File: src/rtl/mover_pkg.sv
// Shared definitions for the cursor-mover scheduler: FSM state encoding and
// a one-hot helper used to turn a target index into per-mover enables.
package mover_pkg;

  typedef enum logic [1:0] {
    IDLE = 2'd0,
    SLOW = 2'd1,
    FAST = 2'd2
  } state_t;

  // Widest target count the one-hot helper can express.
  localparam int MAX_TGT = 32;

  function automatic logic [MAX_TGT-1:0] onehot(input int unsigned idx);
    onehot = {{(MAX_TGT-1){1'b0}}, 1'b1} << idx;
  endfunction

endpackage

File: src/rtl/edge_detect.sv
// One-bit edge detector: registers the input once and reports rising and
// falling edges combinationally against that registered copy.
module edge_detect (
  input  logic clk,
  input  logic rst,
  input  logic d,
  output logic rise,
  output logic fall
);

  logic q_reg;

  always_ff @(posedge clk or posedge rst) begin
    if (rst) q_reg <= 1'b0;
    else     q_reg <= d;
  end

  assign rise = d & ~q_reg;
  assign fall = ~d & q_reg;

endmodule

File: src/rtl/mover_sched.sv
// Shares one set of direction buttons among N_TGT cursor movers: round-robin
// target select plus slow/fast step pacing, all updated once per frame.
module mover_sched
  import mover_pkg::*;
#(
  parameter  int N_TGT       = 2,
  parameter  int SLOW_DIV    = 4,
  parameter  int HOLD_FRAMES = 8,
  localparam int TW          = (N_TGT > 1) ? $clog2(N_TGT) : 1
) (
  input  logic             clk,
  input  logic             rst,
  input  logic             vsync,
  input  logic             up,
  input  logic             down,
  input  logic             left,
  input  logic             right,
  input  logic             sel,
  input  logic             lock,
  output logic [N_TGT-1:0] move_en,
  output logic [TW-1:0]    tgt,
  output logic             fast
);

  localparam int HW = $clog2(HOLD_FRAMES + 1);
  localparam int DW = (SLOW_DIV > 1) ? $clog2(SLOW_DIV) : 1;

  logic vr, vs_fall, sel_rise, sel_fall;
  logic unused_falls;

  edge_detect u_vs_edge (
    .clk  (clk),
    .rst  (rst),
    .d    (vsync),
    .rise (vr),
    .fall (vs_fall)
  );

  edge_detect u_sel_edge (
    .clk  (clk),
    .rst  (rst),
    .d    (sel),
    .rise (sel_rise),
    .fall (sel_fall)
  );

  assign unused_falls = vs_fall | sel_fall;

  state_t           state_reg, state_next;
  logic [TW-1:0]    tgt_reg, tgt_next;
  logic [N_TGT-1:0] move_en_reg, move_en_next;
  logic [HW-1:0]    hold_cnt_reg, hold_cnt_next;
  logic [DW-1:0]    div_cnt_reg, div_cnt_next;
  logic             sel_pend_reg, sel_pend_next;
  logic             fast_reg, fast_next;

  logic             any_dir;
  logic [N_TGT-1:0] tgt_oh;
  logic [TW-1:0]    tgt_adv;
  logic [DW-1:0]    div_inc;

  assign any_dir = up | down | left | right;
  assign tgt_oh  = N_TGT'(onehot(32'(tgt_reg)));
  assign tgt_adv = (tgt_reg == TW'(N_TGT - 1)) ? '0 : tgt_reg + 1'b1;
  assign div_inc = (div_cnt_reg == DW'(SLOW_DIV - 1)) ? '0 : div_cnt_reg + 1'b1;

  always_ff @(posedge clk or posedge rst) begin
    if (rst) begin
      state_reg    <= IDLE;
      tgt_reg      <= '0;
      move_en_reg  <= '0;
      hold_cnt_reg <= '0;
      div_cnt_reg  <= '0;
      sel_pend_reg <= 1'b0;
      fast_reg     <= 1'b0;
    end else begin
      state_reg    <= state_next;
      tgt_reg      <= tgt_next;
      move_en_reg  <= move_en_next;
      hold_cnt_reg <= hold_cnt_next;
      div_cnt_reg  <= div_cnt_next;
      sel_pend_reg <= sel_pend_next;
      fast_reg     <= fast_next;
    end
  end

  always_comb begin
    state_next    = state_reg;
    tgt_next      = tgt_reg;
    move_en_next  = move_en_reg;
    hold_cnt_next = hold_cnt_reg;
    div_cnt_next  = div_cnt_reg;
    // A pending select is consumed at every frame update; an edge landing on
    // that same cycle re-arms it for the following frame.
    sel_pend_next = (vr ? 1'b0 : sel_pend_reg) | sel_rise;

    if (vr) begin
      if (lock || sel_pend_reg || !any_dir) begin
        if (sel_pend_reg) tgt_next = tgt_adv;
        state_next    = IDLE;
        move_en_next  = '0;
        hold_cnt_next = '0;
        div_cnt_next  = '0;
      end else begin
        unique case (state_reg)
          SLOW: begin
            move_en_next = (div_cnt_reg == '0) ? tgt_oh : '0;
            div_cnt_next = div_inc;
            if (hold_cnt_reg == HW'(HOLD_FRAMES)) begin
              state_next   = FAST;
              move_en_next = tgt_oh;
            end else begin
              hold_cnt_next = hold_cnt_reg + 1'b1;
            end
          end
          FAST: begin
            move_en_next = tgt_oh;
          end
          default: begin
            state_next    = SLOW;
            move_en_next  = tgt_oh;
            hold_cnt_next = HW'(1);
            div_cnt_next  = (SLOW_DIV == 1) ? '0 : DW'(1);
          end
        endcase
      end
    end

    fast_next = (state_next == FAST);
  end

  assign move_en = move_en_reg;
  assign tgt     = tgt_reg;
  assign fast    = fast_reg;

endmodule

File: config.mk
export PLATFORM = sky130hd
export DESIGN_NAME = mover_sched
export DESIGN_NICKNAME = d
export VERILOG_FILES = /design/src/rtl/mover_pkg.sv /design/src/rtl/edge_detect.sv /design/src/rtl/mover_sched.sv
export SDC_FILE = /design/constraint.sdc
export NUM_CORES = 1
export LEC_CHECK = 0
export CELL_PAD_IN_SITES_DETAIL_PLACEMENT = 1
export CELL_PAD_IN_SITES_GLOBAL_PLACEMENT = 1
export CORE_ASPECT_RATIO = 0.6
export CORE_UTILIZATION = 30
export CTS_CLUSTER_SIZE = 10
export DETAILED_ROUTE_END_ITERATION = 16
export GPL_ROUTABILITY_DRIVEN = 0
export PLACE_DENSITY = 0.62
export RECOVER_POWER = 50
export SLEW_MARGIN = 25
export SYNTH_ARGS = -nofsm -noshare
export SYNTH_HDL_FRONTEND = slang
export SYNTH_HIERARCHICAL = 1
export SYNTH_SLANG_ARGS = --single-unit
File: constraint.sdc
create_clock -name clk -period 4.65 [get_ports clk]
set_input_delay 1.395 -clock clk [delete_from_list [all_inputs] [get_ports clk]]
set_output_delay 1.395 -clock clk [all_outputs]
set_load 0.02 [all_outputs]
==> results.py <==
metrics = {
    "status": {
        "outcome": "complete, no violations",
    },
    "critical_path": {
        "required_ns": 4.78,
        "critPathArrivalTime_ns": 3.36,
        "path_max_fanout": 10,
        "endpoint_kind": "flip-flop",
        "crit_type": "in -> reg",
        "start_kind": "primary input",
    },
    "placed_design": {
        "portBuffers": 12,
        "placedCellCount": 122,
        "dp.final_hpwl_um": 1570,
        "place_area_um2": 996,
        "place_ws_ns": 1.23,
    },
    "floorplanning": {
        "die_h_um": 43.6,
        "core-area_um2": 2610,
        "rows": 14,
        "start_util_pct": 33.1,
        "fp.dieArea_um2": 3100,
        "die-width_um": 71.3,
        "ioPinCount": 13,
    },
    "sta": {
        "tightest_slew_ns": 0.695,
        "finalSetupTns_ns": 0,
        "skew_ns": 0.00531,
        "fmax_mhz": 310,
        "finalSetupViolations": 0,
        "fin_crit_ns": 3.23,
        "rsz0062_at_grt": "no",
        "slew_violations": 0,
        "slew_headroom_pct": 53.5,
        "layout_setup_ws_ns": 1.42,
        "fin_crit_sh_pct": 69.5,
        "finalHoldViolCount": 0,
        "whs_ns": 0.500,
    },
    "power": {
        "vdd_drop_max_mv": 0.143,
        "p_per_area_nw_per_um2": 325,
        "p_leak_nw": 0.477,
        "p_total_mw": 0.338,
    },
    "cts": {
        "clockRootBuffer": "clkbuf_8",
        "holdBufCountCts": 0,
        "clock_path_buffers": 2,
        "cts_buffers": 3,
        "cts_resized": 0,
        "path_clk_slew_ns": 0.07,
        "postCtsSetupBuffers": 0,
        "clk_latency_ns": 0.25,
        "cts_num_sinks": 15,
        "cts_tree": "yes",
        "h-tree-depth": 1,
    },
    "cells_and_area": {
        "final_nets": 110,
        "final_cells": 126,
        "final_core_util_pct": 39.9,
        "largest_register_ffs": 4,
        "drive_above_1_share_pct": 8.51,
        "fillers": 285,
        "finalInstanceArea_um2": 1040,
        "area_growth_pct": 20.6,
        "n_antenna_cell": 0,
    },
    "drt": {
        "drc": 0,
        "drt_wl_total_um": 2000,
        "viasPerCell": 5.14,
        "ant_nets": 0,
        "wl_per_cell_um": 15.9,
        "drtPass1Iterations": 4,
        "vias": 648,
        "drt-initial-drc-count": 17,
    },
    "global_routing": {
        "grt_pass1_vias": 680,
        "grt_max_degree": 14,
        "grt_antenna_before_repair": 0,
        "grt-ovfl-total": 0,
        "grt_pass1_wl_um": 3460,
        "grtUsageTotal_pct": 15.6,
    },
    "synthesis": {
        "avgSynthCellArea_um2": 10.8,
        "synth_cells": 80,
        "syn_nets": 95,
        "synth.yosys.warnings": 6,
        "netlist_area_um2": 863,
    },
    "job": {
        "cap_violations": 0,
    },
    "worst_hold_path": {
        "hp-class": "reg -> reg",
    },
}
==> placed cells by master (no fill, tap or decap), types with 3 or more instances in the layout <==
cell and instances:
a21oi_1 4, clkbuf_8 3, clkdlybuf4s50_1 9, dfrtp_1 15, dlygate4sd3_1 3, ha_1 6, inv_1 12, o21ai_0 3
o2bb2ai_1 3
==> power breakdown <==
part / total, mW / internal, mW / switching, mW
Clock: 0.109 / 0.0607 / 0.0482
Sequential: 0.157 / 0.143 / 0.0132
Combinational: 0.0729 / 0.0348 / 0.0381
==> worst paths after layout <==
kind	to	cells after the start	startpoint	slack, ns
max	fast	6	vsync	1.42
min in group asynchronous	u_vs_edge/q_reg	2	rst	1.46
min reg2reg	move_en[1]	1	move_en[1]	0.50
max in group asynchronous	hold_cnt_reg[0]	2	rst	2.62
max reg2reg	fast	5	u_vs_edge/q_reg	2.77
min	move_en[1]	1	move_en[1]	0.50
==> worst max-delay path, stage by stage <==
cell	delay, ns
dlygate4sd3_1	0.54
nor2b_1	0.58
inv_1	0.23
or3_1	0.42
o2111ai_1	0.11
a211oi_1	0.08
==> layer usage <==
layer  up-vias  GRT usage, %  share of wire (%)
li1        311             -                  -
met1       316          21.3                 53
met2        19          23.2                 41
met3         2          5.58                4.9
met4         0          4.80               0.95
met5         -             0                  0
==> final cells by class <==
class	count	area [um^2]	share of cell area, %
inverter	12	45.0	4.33
tap	32	40.0	3.85
multi-input combinational	51	415	39.9
clock buffer	4	45.0	4.33
sequential	15	375	36.1
timing repair buffer	12	120	11.5
Power figures use the tool's default switching activity.
